$ cat config.mk
export PLATFORM = sky130hd
export DESIGN_NAME = mmp_iddmm_div256
export DESIGN_NICKNAME = d
export VERILOG_FILES = /design/src/rtl/mmp_iddmm_pkg.sv /design/src/rtl/mmp_iddmm_div_step.sv /design/src/rtl/mmp_iddmm_div256.sv
export SDC_FILE = /design/constraint.sdc
export NUM_CORES = 2
export LEC_CHECK = 0
export CORE_AREA = 5 5 296 298
export CTS_BUF_LIST = sky130_fd_sc_hd__clkbuf_16
export DETAILED_ROUTE_END_ITERATION = 10
export DIE_AREA = 0 0 301 303
export MAX_ROUTING_LAYER = met4
export RECOVER_POWER = 100
export SKIP_LAST_GASP = 1
export SLEW_MARGIN = 10
export SYNTH_ARGS = -nofsm -noshare
export SYNTH_HDL_FRONTEND = slang
export SYNTH_SLANG_ARGS = --single-unit
$ cat constraint.sdc
create_clock -name clk -period 8.35 [get_ports clk]
set_input_delay 1.67 -clock clk [delete_from_list [all_inputs] [get_ports clk]]
set_output_delay 1.67 -clock clk [all_outputs]
set_load 0.01 [all_outputs]
$ cat src/rtl/mmp_iddmm_pkg.sv
// Shared definitions for the IDDMM divider: state encoding, default widths, radix step.
// MMP_DIV_RADIX4_EN selects two quotient bits per clock instead of one.
package mmp_iddmm_pkg;

  localparam int unsigned MMP_A_W = 256;
  localparam int unsigned MMP_B_W = 128;

`ifdef MMP_DIV_RADIX4_EN
  localparam int unsigned MMP_DIV_STEP = 2;
`else
  localparam int unsigned MMP_DIV_STEP = 1;
`endif

  typedef enum logic [1:0] {
    ST_IDLE = 2'd0,
    ST_RUN  = 2'd1,
    ST_DONE = 2'd2
  } div_state_e;

endpackage

$ cat src/rtl/mmp_iddmm_div_step.sv
// One combinational restoring step: shift in a dividend bit, subtract the divisor if it fits.
module mmp_iddmm_div_step
  import mmp_iddmm_pkg::*;
#(
  parameter int unsigned B_W = MMP_B_W
) (
  input  logic [B_W:0]   rem_in,
  input  logic           bit_in,
  input  logic [B_W-1:0] div,
  output logic [B_W:0]   rem_out,
  output logic           q_bit
);

  localparam int unsigned SH_W = B_W + 2;

  logic [SH_W-1:0] shifted;
  logic [SH_W-1:0] diff;

  // rem_in < div on entry, so the kept result always fits B_W+1 bits
  always_comb begin
    shifted = {rem_in, bit_in};
    diff    = shifted - SH_W'(div);
    q_bit   = (shifted >= SH_W'(div));
    rem_out = (B_W + 1)'(q_bit ? diff : shifted);
  end

endmodule

$ cat src/rtl/mmp_iddmm_div256.sv
// Sequential restoring divider, A_W-bit dividend / B_W-bit divisor, valid/ready on both sides.
// MMP_DIV_RADIX4_EN (via mmp_iddmm_pkg) chains two steps per clock.
module mmp_iddmm_div256
  import mmp_iddmm_pkg::*;
#(
  parameter int unsigned A_W = MMP_A_W,
  parameter int unsigned B_W = MMP_B_W
) (
  input  logic           clk,
  input  logic           rst_n,
  input  logic [A_W-1:0] a_in,
  input  logic [B_W-1:0] b_in,
  input  logic           valid_in,
  output logic           ready_out,
  output logic [A_W-1:0] q_out,
  output logic [B_W-1:0] r_out,
  output logic           dz_out,
  output logic           valid_out,
  input  logic           ready_in
);

  localparam int unsigned N     = A_W / MMP_DIV_STEP;
  localparam int unsigned CNT_W = (N > 1) ? $clog2(N) : 1;

  div_state_e       state_q, state_d;
  logic [A_W-1:0]   q_q, q_d;
  logic [B_W:0]     rem_q, rem_d;
  logic [B_W-1:0]   div_q, div_d;
  logic [CNT_W-1:0] cnt_q, cnt_d;
  logic             dz_q, dz_d;
  logic             ready_q, valid_q;

  logic [B_W:0]              rem_chain [MMP_DIV_STEP+1];
  logic [MMP_DIV_STEP-1:0]   qbits;
  logic [A_W-1:0]            q_next;

  // Cascade of restoring steps; the first step produces the more significant quotient bit
  assign rem_chain[0] = rem_q;
  for (genvar g = 0; g < MMP_DIV_STEP; g++) begin : g_step
    mmp_iddmm_div_step #(.B_W(B_W)) u_step (
      .rem_in  (rem_chain[g]),
      .bit_in  (q_q[A_W-1-g]),
      .div     (div_q),
      .rem_out (rem_chain[g+1]),
      .q_bit   (qbits[MMP_DIV_STEP-1-g])
    );
  end
  assign q_next = {q_q[A_W-1-MMP_DIV_STEP:0], qbits};

  always_comb begin
    state_d = state_q;
    q_d     = q_q;
    rem_d   = rem_q;
    div_d   = div_q;
    cnt_d   = cnt_q;
    dz_d    = dz_q;
    case (state_q)
      ST_IDLE: begin
        if (valid_in) begin
          div_d = b_in;
          cnt_d = '0;
          if (b_in == '0) begin
            q_d     = '1;
            rem_d   = {1'b0, a_in[B_W-1:0]};
            dz_d    = 1'b1;
            state_d = ST_DONE;
          end else begin
            q_d     = a_in;
            rem_d   = '0;
            dz_d    = 1'b0;
            state_d = ST_RUN;
          end
        end
      end
      ST_RUN: begin
        q_d   = q_next;
        rem_d = rem_chain[MMP_DIV_STEP];
        cnt_d = cnt_q + CNT_W'(1);
        if (cnt_q == CNT_W'(N - 1)) state_d = ST_DONE;
      end
      ST_DONE: begin
        if (ready_in) state_d = ST_IDLE;
      end
      default: state_d = ST_IDLE;
    endcase
  end

  always_ff @(posedge clk) begin
    if (!rst_n) begin
      state_q <= ST_IDLE;
      q_q     <= '0;
      rem_q   <= '0;
      div_q   <= '0;
      cnt_q   <= '0;
      dz_q    <= 1'b0;
      ready_q <= 1'b1;
      valid_q <= 1'b0;
    end else begin
      state_q <= state_d;
      q_q     <= q_d;
      rem_q   <= rem_d;
      div_q   <= div_d;
      cnt_q   <= cnt_d;
      dz_q    <= dz_d;
      ready_q <= (state_d == ST_IDLE);
      valid_q <= (state_d == ST_DONE);
    end
  end

  assign ready_out = ready_q;
  assign valid_out = valid_q;
  assign q_out     = q_q;
  assign r_out     = rem_q[B_W-1:0];
  assign dz_out    = dz_q;

endmodule

==> impl_metrics.json <==
{
  "clkLatencyLatePin_ps": 680,
  "cts_hold_buf": 0,
  "finalPower_mw": 11.4,
  "p_comb_frac": 0.494,
  "cts_tree": "done",
  "cts_setup_buffers": 0,
  "ctsResizeCount": 0,
  "max_freq_mhz": 150,
  "cts_num_sinks": 526,
  "design.core.area_um2": 84600,
  "row_count": 107,
  "fp.dieArea_um2": 91200,
  "yosys_warnings": 0,
  "pwr-share-seq": 0.273,
  "clockBufferDepth": 3,
  "antenna_found_initial": 22,
  "crit_required_ps": 8910,
  "syn2layout_area_growth_pct": 28.6,
  "htreeDepth": 2,
  "die_w_um": 301,
  "synthArstFlopShare": 0,
  "start_util": 0.382,
  "p_sw_mw": 5.12,
  "buffer_ports.inserted": 774,
  "route.detailed.drc": 0,
  "final_cells": 5976,
  "gp_congestion": 1.03,
  "tns_ps": 0,
  "tightest_slew_ps": 3500,
  "routed_via_density": 6.03,
  "reg2reg_depth": 13,
  "critPathMaxFanout": 68,
  "wl_per_cell_um": 28.1,
  "hpwl_mm": 130,
  "whs_path_depth": 2,
  "io_pins": 775,
  "slew_violations": 246,
  "fin_crit_sh": 0.797,
  "cp_common_cell": "nor4_1",
  "power.density_nw_per_um2": 276,
  "netlist_area_um2": 32300,
  "syn_area_per_cell_um2": 7.40,
  "p_int_mw": 6.32,
  "cp-end-kind": "flip-flop",
  "vias": 36100,
  "hold_viol_final": 0,
  "syn_nets": 4883,
  "path_class": "input pin to flip-flop",
  "swShare": 0.448,
  "layout_min_cycle_time_ps": 6660,
  "synth_edf_count": 0,
  "hp-class": "flip-flop to flip-flop",
  "slowest_delay_ps": 1130,
  "critPathArrivalTime_ps": 7220,
  "path_clk_slew_ps": 60,
  "synth_cell_types": 88,
  "grt_max_degree": 203,
  "grt_pass1_wl_mm": 240,
  "leakage_nw": 16.2,
  "slowest_stage": "nor4_1",
  "start_kind": "input pin",
  "dr.pass1.iters": 7,
  "yosysSeqAreaShare": 0.326,
  "fin_nets": 5280,
  "grt_pass1_vias": 34300,
  "numCtsBuffers": 61,
  "preCtsSetupSlack_ps": 2470,
  "gr-total-overflow": 0,
  "ys_seq_elements": 526,
  "drt_iter0_drc": 3389,
  "worst_slack_ps": 1690,
  "rsz0062_at_grt": "no",
  "track_usage": 0.358,
  "finalSetupViolCount": 0,
  "drive_gt1_frac": 0.0320,
  "synth_ff_type": "dfxtp_1",
  "drt_wl_total_mm": 168,
  "cts_root_buffer": "clkbuf_16",
  "max_slew_margin": -1.33,
  "dp_cells": 5843,
  "synthCells": 4365,
  "worstPathCellList": "dlygate4sd3_1 > nor4_1 > nand4_1 > nor4_1 > and2_0 > or2_4 > clkbuf_1 > o221ai_1 > a21oi_1",
  "skew_ps": 46.4,
  "ant_nets": 0,
  "drv_cap": 5,
  "peakVddDrop_mv": 0.223,
  "violations": "max-capacitance violations, max-slew violations",
  "dieHeight_um": 303,
  "status": "finished with violations",
  "clkPwrFrac": 0.233
}
-- critical path, delay by kind of cell --
| kind | cells | cell delay [ps] |
|---|---|---|
| buffers and inverters | 2 | 1490 |
| AND/OR/NAND/NOR | 5 | 3500 |
| AO/OA/AOI/OAI | 2 | 480 |
-- placed cells by master (no fill, tap or decap), drive strengths merged, types with 39 or more instances in the layout --
cell	netlist	final
inv	172	187
o21bai	47	47
a21oi	656	656
a221oi	51	51
ha	129	129
clkdlybuf4s50	0	384
clkbuf	278	64
nand4	87	87
dfxtp	526	526
nor2	378	378
mux2i	47	47
o21ai	311	311
nand3	39	39
dlygate4sd3	0	389
xnor2	68	68
nor4	47	47
xor2	40	40
o221ai	258	258
nand2	657	657
-- cell families after synthesis --
logic type / Yosys count / share of synthesized area
buffers and inverters: 646 / 0.0928
and+or+nand+nor: 1336 / 0.178
xor gates and xnor gates: 108 / 0.0293
muxes: 47 / 0.0146
DFF: 526 / 0.326
adders and majority gates: 130 / 0.0506
AOI/OAI and AO/OA: 1572 / 0.309
-- final cells by class --
class,count,area (um^2)
fill,8644,43100
multi-input combinational,3193,18800
sequential,526,10500
timing repair buffer,808,8070
clock buffer,61,1530
tap,1144,1430
inverter,172,653
clock inverter,50,428
antenna,22,55.1
-- routing by layer --
layer,part of all wire,wire length [um],up-vias,track usage
met5,0,0,-,-
met4,0.049,8170,0,0.149
met3,0.084,14100,334,0.0721
met1,0.41,69600,17600,0.455
li1,-,-,16500,-
met2,0.45,76200,1616,0.560
-- cells in the mapped netlist, types with 11 or more instances --
master	instances	area, um^2
nand3_1	39	195
buf_2	36	180
nand2b_1	12	75.1
o21a_1	17	128
buf_1	22	82.6
and3_1	18	113
a31oi_1	32	200
a211oi_1	22	165
a221o_1	12	120
a21o_1	26	195
nand4_1	85	532
nor3_1	37	185
nor4_1	46	288
o21ai_0	304	1520
a221oi_1	51	447
o221ai_1	258	2260
a21boi_0	12	90.1
nor2_1	378	1420
ha_1	129	1610
buf_4	135	1010
a211o_1	11	96.3
mux2i_1	47	470
a21oi_1	653	3270
o211ai_1	14	105
nand2_1	656	2460
inv_1	172	646
xnor2_1	68	596
o21bai_1	46	345
xor2_1	40	350
dfxtp_1	526	10500
o31ai_1	19	143
clkbuf_1	278	1040
-- state kept, by name (all words and copies together), names as in the netlist --
name and flops:
q_out 256, valid_out 1, dz_out 1, cnt_q 8, ready_out 1, rem_q 129, div_q 128, state_q 2
-- power by group through the flow --
| stage | Sequential (mW) | Clock, mW | Combinational, mW |
|---|---|---|---|
| finish | 3.12 | 2.67 | 5.65 |
| floorplan | 3.10 | 0 | 3.57 |
| global route | 3.15 | 2.81 | 6.05 |
| global placement | 3.17 | 0 | 5.61 |
| detailed placement | 3.17 | 0 | 5.60 |
| CTS | 3.12 | 2.71 | 5.64 |
-- path summary, 6_finish.rpt --
check / from / to / slack [ps]
worst max-delay path: b_in[121] / q_out[140] / 1690
worst min-delay path: div_q[78] / div_q[78] / 450
worst max register to register: rem_q[23] / rem_q[125] / 2890
worst min register to register: div_q[78] / div_q[78] / 450
-- through the flow --
step	cell area [um^2]	hold slack, ps	utilization
after floorplan	32300	436	-
after global placement	39600	443	0.468
after detailed placement	39600	446	0.468
after CTS	41500	454	0.491
after global routing	41500	477	0.491
final	41500	452	0.491
Note: power is estimated with default switching activity, not from simulation.
